<file path="src/rtl/bit_index_encoder8x3.sv">
// rtl/bit_index_encoder8x3.sv - sequential 8-to-3 encoder emitting one set-bit index per beat
module bit_index_encoder8x3 #(
  parameter bit LSB_FIRST = 1'b1
) (
  input  logic       clk,
  input  logic       rst_n,
  input  logic [7:0] in_vec,
  input  logic       in_valid,
  output logic       in_ready,
  output logic [2:0] out_code,
  output logic       out_none,
  output logic       out_last,
  output logic       out_valid,
  input  logic       out_ready
);

  typedef enum logic {IDLE = 1'b0, EMIT = 1'b1} state_t;

  state_t     state_q, state_d;
  logic [7:0] mask_q, mask_d;
  logic [2:0] out_code_q, out_code_d;
  logic       out_none_q, out_none_d;
  logic       out_last_q, out_last_d;
  logic       out_valid_q, out_valid_d;

  // Index of the bit to emit next; 0 for an empty mask.
  function automatic logic [2:0] prio_idx(input logic [7:0] m);
    logic [2:0] idx;
    idx = 3'd0;
    if (LSB_FIRST) begin
      for (int i = 7; i >= 0; i--) begin
        if (m[i]) idx = 3'(i);
      end
    end else begin
      for (int i = 0; i < 8; i++) begin
        if (m[i]) idx = 3'(i);
      end
    end
    return idx;
  endfunction

  function automatic logic one_hot(input logic [7:0] m);
    return (m != 8'h00) && ((m & (m - 8'd1)) == 8'h00);
  endfunction

  // Next state and next beat; beat fields are computed from the next mask so they can be registered.
  always_comb begin
    state_d    = state_q;
    mask_d     = mask_q;
    out_none_d = out_none_q;
    case (state_q)
      IDLE: begin
        if (in_valid) begin
          state_d    = EMIT;
          mask_d     = in_vec;
          out_none_d = (in_vec == 8'h00);
        end
      end
      EMIT: begin
        if (out_ready) begin
          if (out_last_q) begin
            state_d    = IDLE;
            mask_d     = 8'h00;
            out_none_d = 1'b0;
          end else begin
            mask_d = mask_q & ~(8'b1 << out_code_q);
          end
        end
      end
      default: begin
        state_d    = IDLE;
        mask_d     = 8'h00;
        out_none_d = 1'b0;
      end
    endcase
    out_valid_d = (state_d == EMIT);
    out_code_d  = out_valid_d ? prio_idx(mask_d) : 3'd0;
    out_last_d  = out_valid_d && (out_none_d || one_hot(mask_d));
  end

  // State, pending mask and registered beat outputs.
  always_ff @(posedge clk or negedge rst_n) begin
    if (!rst_n) begin
      state_q     <= IDLE;
      mask_q      <= 8'h00;
      out_code_q  <= 3'd0;
      out_none_q  <= 1'b0;
      out_last_q  <= 1'b0;
      out_valid_q <= 1'b0;
    end else begin
      state_q     <= state_d;
      mask_q      <= mask_d;
      out_code_q  <= out_code_d;
      out_none_q  <= out_none_d;
      out_last_q  <= out_last_d;
      out_valid_q <= out_valid_d;
    end
  end

  assign in_ready  = (state_q == IDLE);
  assign out_code  = out_code_q;
  assign out_none  = out_none_q;
  assign out_last  = out_last_q;
  assign out_valid = out_valid_q;

endmodule

</file>
<file path="config.mk">
export PLATFORM = sky130hd
export DESIGN_NAME = bit_index_encoder8x3
export DESIGN_NICKNAME = d
export VERILOG_FILES = /design/src/rtl/bit_index_encoder8x3.sv
export SDC_FILE = /design/constraint.sdc
export NUM_CORES = 1
export LEC_CHECK = 0
export CORE_MARGIN = 5
export CORE_UTILIZATION = 48
export DETAILED_ROUTE_END_ITERATION = 6
export GPL_TIMING_DRIVEN = 0
export PLACE_DENSITY = 0.73
export SETUP_SLACK_MARGIN = 0.3
export SLEW_MARGIN = 20
export SYNTH_ARGS = -nofsm -noshare
export SYNTH_HDL_FRONTEND = slang
export SYNTH_SLANG_ARGS = --single-unit
</file>
<file path="constraint.sdc">
create_clock -name clk -period 4.1 [get_ports clk]
set_input_delay 0.41 -clock clk [delete_from_list [all_inputs] [get_ports clk]]
set_output_delay 0.41 -clock clk [all_outputs]
set_load 0.005 [all_outputs]
</file>
==> key figures <==
Global routing
  – Gr usage total: 18.8%
  – GRT overflow: 0
  – Largest net degree at the start of global routing: 15
  – First-pass GRT wire length: 4800 um
  – Vias in the first global route: 1,024
  – Initial antenna violation count: 0

Route
  – Initial drt markers: 73
  – DR vias/cell: 6.13
  – Final ANT Viol Nets: 0
  – DR vias: 1,073
  – 1st-pass router iterations: 4
  – Residual DRC: 0
  – Final wirelength: 2930 um
  – Wire length per cell: 16.7 um

Placement
  – Post-placement cell count: 171
  – Input/output buffers: 18
  – Final RePlAce weighted congestion: 0.945
  – Detailed Place HPWL: 2250 um

STA
  – TNS Setup: 0 ns
  – Setup violators final: 0
  – Final Hold Viols: 0
  – Max-slew violation count: 0
  – RSZ-0062 raised after global routing: no
  – Max Clock Skew: 0.00208 ns
  – Final worst path period need: 2.29 ns
  – Worst-Margin Slew: 0.643 ns
  – Hold WS: 0.507 ns
  – Final period util: 55.8%
  – Worst rel slew slack: 57.0%
  – Achievable frequency: 437 MHz

Final layout
  – Multi-input logic area: 684 um^2
  – FF/Latch Area: 350 um^2
  – Diodes inserted: 0
  – Util after Layout: 61.6%
  – Nets: 160
  – Final-layout fill cell count: 201
  – Layout area overhead: 22.6%
  – Layout cell share with drive strength beyond 1: 14.3%
  – Final std cells w/o fill: 175

Outcome
  – Outcome: completed

Pwr
  – Max IR drop VDD: 0.493 mV
  – Leak pwr: 0.585 nW
  – Cell Pwr Density: 738 nW/um^2

Critical path
  – Cells on worst reg2reg path: 7
  – Crit Path Category: input pin to flop
  – Reg2reg start: out_valid
  – Crit end category: flop
  – R2r endpoint: out_last
  – Element type at the critical path start: input pin
  – Worst-path maximum fanout: 8
  – Required time worst endpoint: 4.28 ns
  – CP Data Arrival Time: 2.47 ns
  – R2r setup slk: 2.05 ns

Floorplan
  – Chip width: 58.1 um
  – Die Ht: 58.1 um
  – Initial Util: 50.2%
  – Area of the die: 3380 um^2
  – # rows: 17
  – I/O pin cnt: 19
  – Core footprint: 2210 um^2

Logic synthesis
  – Top_reg_cell synth: dfrtp_1
  – Synth warnings: 0
  – Yosys cell types: 46
  – Async set-reset flop share out of synthesis: 100%
  – Cell Area, Synth: 1110 um^2
  – Post-synth EDFFs: 0
  – Synth Instances: 125
  – FF+latch count, synth: 14
  – Sequential share of the synthesized area: 31.5%
  – Syn Area/Cell: 8.89 um^2
  – Syn_nets: 137

Clock tree
  – CTS tree: done
  – Num CTS Buffers: 3
  – H-tree level count: 1
  – Clk_lat worst skew: 0.29 ns
  – Post-CTS Setup Bufs: 0
  – CTS Sinks: 14
  – Clock-pin slew on the worst setup and hold paths: 0.09 ns
  – Post-CTS sizing: 0
  – Clock root buffer: clkbuf_4
  – Hold_buf cts: 0
  – Buffer levels on the longest clock path: 2

Hold path
  – Worst min path class: input pin to async pin

Run
  – Max Cap Viol: 0
==> layout by cell type (no fill, tap or decap), types with 2 or more instances in the layout <==
master | Yosys | routed
a211oi_1 | 2 | 2
a21o_1 | 2 | 2
a21oi_1 | 12 | 12
a31oi_1 | 2 | 2
a41oi_1 | 2 | 2
and2_4 | 2 | 2
and3_1 | 6 | 6
buf_6 | 3 | 3
clkbuf_4 | 0 | 3
clkdlybuf4s50_1 | 0 | 18
dfrtp_1 | 14 | 14
inv_1 | 7 | 7
mux2_2 | 3 | 3
mux2i_1 | 6 | 6
nand2_1 | 5 | 5
nand2b_1 | 2 | 2
nand3_1 | 2 | 2
nor2_1 | 11 | 11
nor4_1 | 2 | 2
o211a_1 | 2 | 2
o211ai_1 | 2 | 2
o21a_1 | 2 | 2
o21ai_0 | 8 | 8
o21ai_1 | 4 | 4
==> final cells by class <==
cell class | count | area share, %
Multi-Input combinational cell | 98 | 50.2
Sequential cell | 14 | 25.7
Timing Repair Buffer | 18 | 13.2
Buffer | 6 | 3.67
Clock buffer | 4 | 2.66
Tap cell | 28 | 2.57
Inverter | 7 | 1.93
==> stage by stage <==
| step | power [mW] | setup slack, ns | area [um^2] |
|---|---|---|---|
| final | 1.01 | 1.81 | 1360 |
| after global routing | 1.08 | 1.67 | 1360 |
| after CTS | 1.00 | 1.85 | 1360 |
| after detailed placement | 0.893 | 1.54 | 1330 |
| after global placement | 0.887 | 1.59 | 1330 |
| after floorplan | 0.718 | 2.29 | 1110 |
==> critical path, stage by stage <==
cell and delay (ns):
clkdlybuf4s50_1 0.53, nor2b_4 0.16, buf_6 0.17, mux2i_1 0.44
o21ai_1 0.15, a211oi_2 0.31, o311a_1 0.23, o31ai_2 0.06
==> Yosys cell counts (3+ instances only) <==
cell type / number / area, um^2
a21oi_1: 12 / 60.1
mux2i_1: 6 / 60.1
and3_1: 6 / 37.5
dfrtp_1: 14 / 350
mux2_2: 3 / 33.8
o21ai_0: 8 / 40.0
o21ai_1: 4 / 20.0
nand2_1: 5 / 18.8
buf_6: 3 / 33.8
nor2_1: 11 / 41.3
inv_1: 7 / 26.3
==> how the worst max path moves through the flow <==
stage / depth (start not counted) / slack (ns) / startpoint / end
global placement: 8 / 1.59 / in_valid / out_last
finish: 8 / 1.81 / in_valid / out_last
detailed placement: 8 / 1.54 / in_valid / out_last
CTS: 8 / 1.85 / in_valid / out_last
floorplan: 7 / 2.29 / out_valid / out_last
global route: 8 / 1.67 / in_valid / out_last
==> cell families (layout without fill, tap and decap cells) <==
kind of cell / count (synthesis) / in the layout / synth area share (%)
buffers and inverters: 13 / 35 / 6.87
AOI/OAI and AO/OA: 47 / 47 / 28.9
DFF: 14 / 14 / 31.5
and+or+nand+nor: 40 / 40 / 20.8
muxes: 11 / 11 / 11.8
==> sequential cells by signal (all words and copies together), names as in the netlist <==
| name | flops |
|---|---|
| out_last | 1 |
| out_none | 1 |
| mask_q | 8 |
| out_code | 3 |
| out_valid | 1 |
==> per-layer routing <==
layer	up-vias	wire length, um	global-route usage [%]
li1	507	-	-
met1	501	1320	25.7
met2	60	1300	26.5
met3	5	265	5.57
met4	0	48	9.93
met5	-	0	0
==> where the power goes <==
group / internal, mW / switching, mW
combinational: 0.307 / 0.342
clock: 0.0542 / 0.0504
sequential: 0.197 / 0.0555
total: 0.558 / 0.448
No activity file was read; power rests on OpenSTA's default activity.
